File: src/rtl/led_pkg.sv
// Shared LED-bank mode encoding for led_ctrl and its helpers.
package led_pkg;
   typedef enum logic [1:0] {
      MODE_DIRECT  = 2'd0,
      MODE_TOGGLE  = 2'd1,
      MODE_BLINK   = 2'd2,
      MODE_MARQUEE = 2'd3
   } mode_e;
endpackage

File: src/rtl/key_debounce.sv
// One push-key: 2-flop sync, stable-count debounce, registered press pulse.
// Latency: level accepted DEB_CYC cycles after the synced input settles; pulse one cycle later. No backpressure.
module key_debounce
   import led_pkg::*;
#(
   parameter int DEB_CYC = 240000
) (
   input  logic clk,
   input  logic rst,
   input  logic key,
   output logic deb,
   output logic evt
);

   localparam int            CW      = (DEB_CYC > 1) ? $clog2(DEB_CYC) : 1;
   localparam logic [CW-1:0] CNT_MAX = CW'(DEB_CYC - 1);

   logic          s1, s2, deb_d1;
   logic [CW-1:0] cnt;

   always_ff @(posedge clk) begin
      if (rst) begin
         s1     <= 1'b1;
         s2     <= 1'b1;
         deb    <= 1'b1;
         deb_d1 <= 1'b1;
         cnt    <= '0;
         evt    <= 1'b0;
      end else begin
         s1     <= key;
         s2     <= s1;
         deb_d1 <= deb;
         // falling edge of the debounced level is a press (keys are active-low)
         evt    <= deb_d1 & ~deb;
         if (s2 == deb) begin
            cnt <= '0;
         end else if (cnt == CNT_MAX) begin
            deb <= s2;
            cnt <= '0;
         end else begin
            cnt <= cnt + 1'b1;
         end
      end
   end

endmodule

File: src/rtl/led_ctrl.sv
// Key/switch LED bank: debounced keys, synced switches, direct/toggle/blink/marquee modes.
// Latency: led registered one cycle after its inputs; key_evt one cycle after debounce. No backpressure.
module led_ctrl
   import led_pkg::*;
#(
   parameter int N_KEY     = 4,
   parameter int N_SW      = 4,
   parameter int DEB_CYC   = 240000,
   parameter int BLINK_CYC = 3000000
) (
   input  logic                  clk,
   input  logic                  rst,
   input  logic [N_KEY-1:0]      key,
   input  logic [N_SW-1:0]       sw,
   input  logic [1:0]            mode,
   output logic [N_KEY+N_SW-1:0] led,
   output logic [N_KEY-1:0]      key_evt
);

   localparam int            W        = N_KEY + N_SW;
   localparam int            TW       = (BLINK_CYC > 1) ? $clog2(BLINK_CYC) : 1;
   localparam int            PW       = $clog2(W);
   localparam logic [TW-1:0] TICK_MAX = TW'(BLINK_CYC - 1);
   localparam logic [PW-1:0] POS_MAX  = PW'(W - 1);

   mode_e            m;
   logic [N_KEY-1:0] deb, tl;
   logic [N_SW-1:0]  sw_s1, sw_s2;
   logic [TW-1:0]    tcnt;
   logic             tick, phase;
   logic [PW-1:0]    pos, pos_nxt;
   logic [W-1:0]     led_nxt;

   for (genvar i = 0; i < N_KEY; i++) begin : g_key
      key_debounce #(.DEB_CYC(DEB_CYC)) u_deb (
         .clk (clk),
         .rst (rst),
         .key (key[i]),
         .deb (deb[i]),
         .evt (key_evt[i])
      );
   end

   assign m    = mode_e'(mode);
   assign tick = (tcnt == TICK_MAX);

   // W need not be a power of two, so both wrap points are explicit
   always_comb begin
      pos_nxt = pos;
      if (m != MODE_MARQUEE) begin
         pos_nxt = '0;
      end else if (tick) begin
         if (!sw_s2[0]) pos_nxt = (pos == POS_MAX) ? '0 : pos + 1'b1;
         else           pos_nxt = (pos == '0) ? POS_MAX : pos - 1'b1;
      end
   end

   always_comb begin
      led_nxt = '1;
      case (m)
         MODE_DIRECT:  led_nxt = ~{~deb, sw_s2};
         MODE_TOGGLE:  led_nxt = ~{tl, sw_s2};
         MODE_BLINK:   led_nxt = phase ? '1 : ~{tl, sw_s2};
         MODE_MARQUEE: led_nxt = ~(W'(1) << pos);
         default:      led_nxt = '1;
      endcase
   end

   always_ff @(posedge clk) begin
      if (rst) begin
         sw_s1 <= '0;
         sw_s2 <= '0;
         tl    <= '0;
         tcnt  <= '0;
         phase <= 1'b0;
         pos   <= '0;
         led   <= '1;
      end else begin
         sw_s1 <= sw;
         sw_s2 <= sw_s1;
         tl    <= tl ^ key_evt;
         tcnt  <= tick ? '0 : tcnt + 1'b1;
         if (tick) phase <= ~phase;
         pos   <= pos_nxt;
         led   <= led_nxt;
      end
   end

endmodule

File: config.mk
export PLATFORM = sky130hd
export DESIGN_NAME = led_ctrl
export DESIGN_NICKNAME = d
export VERILOG_FILES = /design/src/rtl/led_pkg.sv /design/src/rtl/key_debounce.sv /design/src/rtl/led_ctrl.sv
export SDC_FILE = /design/constraint.sdc
export NUM_CORES = 1
export LEC_CHECK = 0
export CAP_MARGIN = 15
export CELL_PAD_IN_SITES_DETAIL_PLACEMENT = 2
export CELL_PAD_IN_SITES_GLOBAL_PLACEMENT = 2
export CORE_MARGIN = 2
export CORE_UTILIZATION = 32
export DETAILED_ROUTE_END_ITERATION = 6
export PLACE_DENSITY = 0.8
export SLEW_MARGIN = 0
export SYNTH_ARGS = -nofsm -noshare
export SYNTH_HDL_FRONTEND = slang
export SYNTH_HIERARCHICAL = 1
export SYNTH_SLANG_ARGS = --single-unit
File: constraint.sdc
create_clock -name clk -period 2.1 [get_ports clk]
set_input_delay 0.42 -clock clk [delete_from_list [all_inputs] [get_ports clk]]
set_output_delay 0.42 -clock clk [all_outputs]
set_load 0.1 [all_outputs]
**Word level (Yosys, flattened, before mapping)**

Index checks and enable logic that the tools add are counted.

- Logic and storage cells: 88
- Bits in registers: 138

- Shift operators: 1
- Bitwise operators: 18
- Multiplexer cells: 5
- Reduce and logical (&&, ||, !) cells: 12
- $add $sub $neg: 7
- Equal/unequal tests: 14

Operators with widths:

| cell | number |
|---|---|
| 18-bit by 1-bit adder with 18-bit output (second input constant) | 4 |
| 18-bit equality test (second input constant) | 4 |
| 8-bit one-hot mux with 4 select lines | 1 |
| 8-bit inverter | 3 |
| 22-bit by 1-bit adder with 22-bit output (second input constant) | 1 |
| 22-bit equality test (second input constant) | 1 |
| 3-bit OR reduction | 4 |
| 3-bit 2-to-1 mux | 3 |
| 1-bit inverter | 9 |
| 8-bit 2-to-1 mux | 1 |
| 2-bit AND reduction | 4 |
| 1-bit by 3-bit << shifter with 8-bit output (first input constant) | 1 |
| 1-bit bitwise AND | 4 |
| 1-bit equality test | 4 |
| 2-bit equality test (second input constant) | 2 |
| 4-bit inverter | 1 |
| 2-bit OR reduction | 2 |
| 4-bit XOR | 1 |
| 3-bit by 1-bit adder with 3-bit output (second input constant) | 1 |
| 3-bit equality test (second input constant) | 1 |
| 3-bit zero test | 1 |
| 3-bit by 1-bit subtractor with 3-bit output (second input constant) | 1 |
| 2-bit by 1-bit equality test with 1-bit output (second input constant) | 1 |
| 2-bit zero test | 1 |
| 2-bit != test (second input constant) | 1 |

**Longest topological paths before layout**

- Word-level depth: 3
- Mapped depth: 6

**By module**

The synthesis kept the hierarchy.

By module, submodules not included:

| module | area an instance (um2) | instances | cells an instance | seq. area each (um2) |
|---|---|---|---|---|
| key_debounce | 989.7 | 4 | 109 | 460.4 |
| led_ctrl | 2,045.7 | 1 | 227 | 920.9 |

**Worst setup path after synthesis**

OpenSTA, ideal clock, no wires.

- Path kind: register to register
- Start: register tcnt[0]
- End: register tcnt[20]
- Stages on the path, launching flop included: 7
- Path slack: 0.321 ns
- Path buffers: 1
- Arrival: 1.713 ns
- Clock period less this slack: 1.779 ns
- Setup time: 0.066 ns
- Cell sequence: dfxtp_1 -> ha_1 -> nand3_1 -> or3_1 -> buf_2 -> or4_4 -> a21oi_2

- Word-level cells in the longest chain between the ends: 2
- Elaborated cells on any way between the ends: 3

Ends and longest elaborated chain:

| item | line | text |
|---|---|---|
| from (decl) | led_ctrl.sv:29 | `logic [TW-1:0] tcnt;` |
| from (signal assigned) | led_ctrl.sv:82 | `tcnt <= tick ? '0 : tcnt + 1'b1;` |
| branches (longest 2 deep; another with 22-bit by 1-bit adder with 22-bit output) | - |  |

Several ways; the timed one is not identified.
A chain may end at the register's enable or synchronous reset.

**Worst setup path in the final report**

- Start: register tcnt[0]
- End: register pos[0]

- Word-level cells in the longest chain between the ends: 1

Ends and longest elaborated chain:

| item | line | text |
|---|---|---|
| 22-bit equality test | led_ctrl.sv:45 | `assign tick = (tcnt == TICK_MAX);` |
| to (signal assigned) | led_ctrl.sv:84 | `pos <= pos_nxt;` |
| to (decl) | led_ctrl.sv:31 | `logic [PW-1:0] pos, pos_nxt;` |

Every way passes these cells.

==> flow_summary.yaml <==
status:
  outcome: "finished, final reports clean"
critical_path:
  cp-end-kind: "flop"
  worstSetupPathType: "reg -> reg"
  crit_buf_inv: 0
  crit_family: "simple AND/OR/NAND/NOR gates"
  cp-start-kind: "flop"
  cp.arrival_ns: 2.29
  cp_max_fo: 9
  slowest_delay_ns: 0.55
  worstPathCellList: "ha_1, and3_1, nand4b_1, or4_1, a21oi_1"
  slowest_stage: "or4_1"
  cp_data_required_time_ns: 2.46
hold_path:
  worstHoldPathType: "reg -> reg"
timing:
  slew_headroom: 0.681
  max_freq_ghz: 0.517
  final-hold-violation-count: 0
  rsz0062_at_grt: "no"
  max_slew.worst_pin.slew_ns: 0.478
  period_share: 0.921
  period_needed_ns: 1.93
  holdWs_ns: 0.417
  finalMaxSlewViolations: 0
  fin_skew_ns: 0.00705
  fin_setup_tns_ns: 0
  setup_ws_ns: 0.165
  setup_violations: 0
logic_synthesis:
  yosys_warnings: 6
  netlist_area_mm2: 0.00600
  synthArstFlopShare: 0
  synth_edf_count: 0
  syn-num-nets: 687
  yosysSeqAreaShare: 0.460
  ys.flop_type: "dfxtp_1"
  synth_seq_cells: 138
  synth_cell_types: 43
  syn_inst: 663
  avgSynthCellArea_um2: 9.06
clocking:
  cts_buffer_depth: 2
  cts_made_buffers: 17
  path_clk_slew_ns: 0.06
  ctsResizeCount: 0
  clkSinkCount: 138
  root_buffer: "clkbuf_16"
  clk_latency_ns: 0.43
  h-tree-depth: 4
  post-cts-setup-buffers: 0
  postCtsHoldBufs: 0
  tritoncts: "yes"
global_route:
  grt_max_degree: 23
  grt_pass1_vias: 5424
  grt-ovfl-total: 0
  antenna_found_initial: 0
  grt_usage: 0.177
  grt_pass1_wl_um: 28100
floorplanning:
  core_mm2: 0.0186
  die_h_um: 141
  die-area_mm2: 0.0199
  die_width_um: 141
  row_count: 50
  floorplan.initialDensity: 0.323
  io-pin-count: 24
placement:
  dp_hpwl_um: 11100
  numPortBuffers: 23
  gp_congestion: 0.787
  placed_area_mm2: 0.00644
  dp_slack_ns: 0.165
final_layout:
  nets: 716
  syn_to_final_growth_pct: 17.5
  fillers: 2023
  finalInstanceArea_mm2: 0.00705
  drive_above_1_share: 0.114
  final_util: 0.380
  antenna_cells: 0
drt:
  wirelength_um: 16400
  drc: 0
  routedWlPerCell_um: 17.4
  vias: 4897
  drtPass1Iterations: 4
  final_antenna_net_count: 0
  detail_route.vias_per_cell: 5.22
  drt_iter0_markers: 214
flow_run:
  drv_cap: 0
pwr:
  ir_drop_uv: 473
  power.density_mw_per_mm2: 844
  p_leak_nw: 2.26
## stage by stage
step	instances	total power, W
after global routing	938	0.00617
after floorplan	663	0.00282
after detailed placement	907	0.00289
final	938	0.00595
after global placement	907	0.00288
after CTS	938	0.00604
## flip-flops by register name, summed over array words and instances, names as in the netlist
| register | count |
|---|---|
| tcnt | 22 |
| g_key.u_deb/s1 | 4 |
| tl | 4 |
| g_key.u_deb/s2 | 4 |
| sw_s1 | 4 |
| pos | 3 |
| phase | 1 |
| g_key.u_deb/deb | 4 |
| led | 8 |
| g_key.u_deb/cnt | 72 |
| sw_s2 | 4 |
| g_key.u_deb/evt | 4 |
| g_key.u_deb/deb_d1 | 4 |
## cells in the final DEF, fill, tap and decap left out, types with 6 or more instances in the layout
cell type        Yosys  routed
a21oi_1             18      18
and2_1               6       6
and3_1               8       8
buf_4                0      23
clkbuf_16            0      17
clkdlybuf4s50_1      0      10
dfxtp_1            138     138
ha_1                12      12
inv_1               15      15
nand2_1             32      32
nand3_1             36      36
nand4_1             45      45
nor2_1             111     111
nor2b_1             10      10
nor4_1              18      18
o21ai_0             13      13
o31ai_1              9       9
or2_2                9       9
or3_1               12      12
or4_1                8       8
xnor2_1             44      44
xor2_1              34      34
## final timing paths
check / from / end / slack [ns] / cells past startpoint
worst max-delay path: tcnt[0] / pos[0] / 0.17 / 5
worst min-delay path: g_key[0].u_deb/s1 / g_key[0].u_deb/s2 / 0.42 / 1
worst max register to register: tcnt[0] / pos[0] / 0.17 / 5
worst min register to register: g_key[0].u_deb/s1 / g_key[0].u_deb/s2 / 0.42 / 1
## final cells by class
class                           instances  area (µm²)  area share
Multi-Input combinational cell        486        3050       0.432
Sequential cell                       138        2760       0.392
Clock buffer                           24         502      0.0711
Tap cell                              234         293      0.0415
Timing Repair Buffer                   34         278      0.0394
Clock inverter                          7         113      0.0160
Inverter                               15        56.3     0.00798
## worst register-to-register path, delay by kind of cell (launching register included)
kind / cells / cell delay [ns]
AO/OA/AOI/OAI: 1 / 0.16
flip-flops: 1 / 0.39
AND/OR/NAND/NOR: 3 / 1.09
adder cells (fa/ha/maj): 1 / 0.22
## power by group
part | switching (W) | leakage, nW | total (W) | internal (W)
logic | 0.000109 | 0.843 | 0.000170 | 0.0000608
registers | 0.0000182 | 1.12 | 0.00266 | 0.00265
clock network | 0.00111 | 0.302 | 0.00312 | 0.00201
total | 0.00123 | 2.26 | 0.00595 | 0.00472
## synthesized netlist by cell type, types with 6 or more instances
library cell  instances  area share
inv_1                15      0.0094
nand4_1              45       0.047
nor4_1               18       0.019
nand3_1              36       0.030
or2_2                 9      0.0094
a21oi_1              18       0.015
and2_1                6      0.0063
nor2_1              111       0.069
nor2b_1              10       0.010
or3_1                12       0.013
ha_1                 12       0.025
dfxtp_1             138        0.46
xor2_1               34       0.050
and3_1                8      0.0083
or4_1                 8       0.010
xnor2_1              44       0.064
clkbuf_1              7      0.0044
o31ai_1               9       0.011
nand2_1              32       0.020
o21ai_0              13       0.011
buf_2                12       0.010
## per-layer routing
metal  vias to the layer above  track usage  share of wire
met5                         -            0              0
met4                         0       0.0642          0.016
met3                        20       0.0370          0.024
met2                        47        0.316           0.52
met1                      2436        0.209           0.44
li1                       2394            -              -
## kinds of logic (layout without fill, tap and decap cells)
logic type,Yosys count,after routing,share of synthesized area
AND/OR/NAND/NOR,334,334,0.300
flip-flops,138,138,0.460
XOR/XNOR,78,78,0.114
AO/OA/AOI/OAI,56,56,0.0592
buffers and inverters,39,80,0.0319
adder cells (fa/ha/maj),12,12,0.0250
multiplexers,6,6,0.0102
Power figures use the tool's default switching activity.
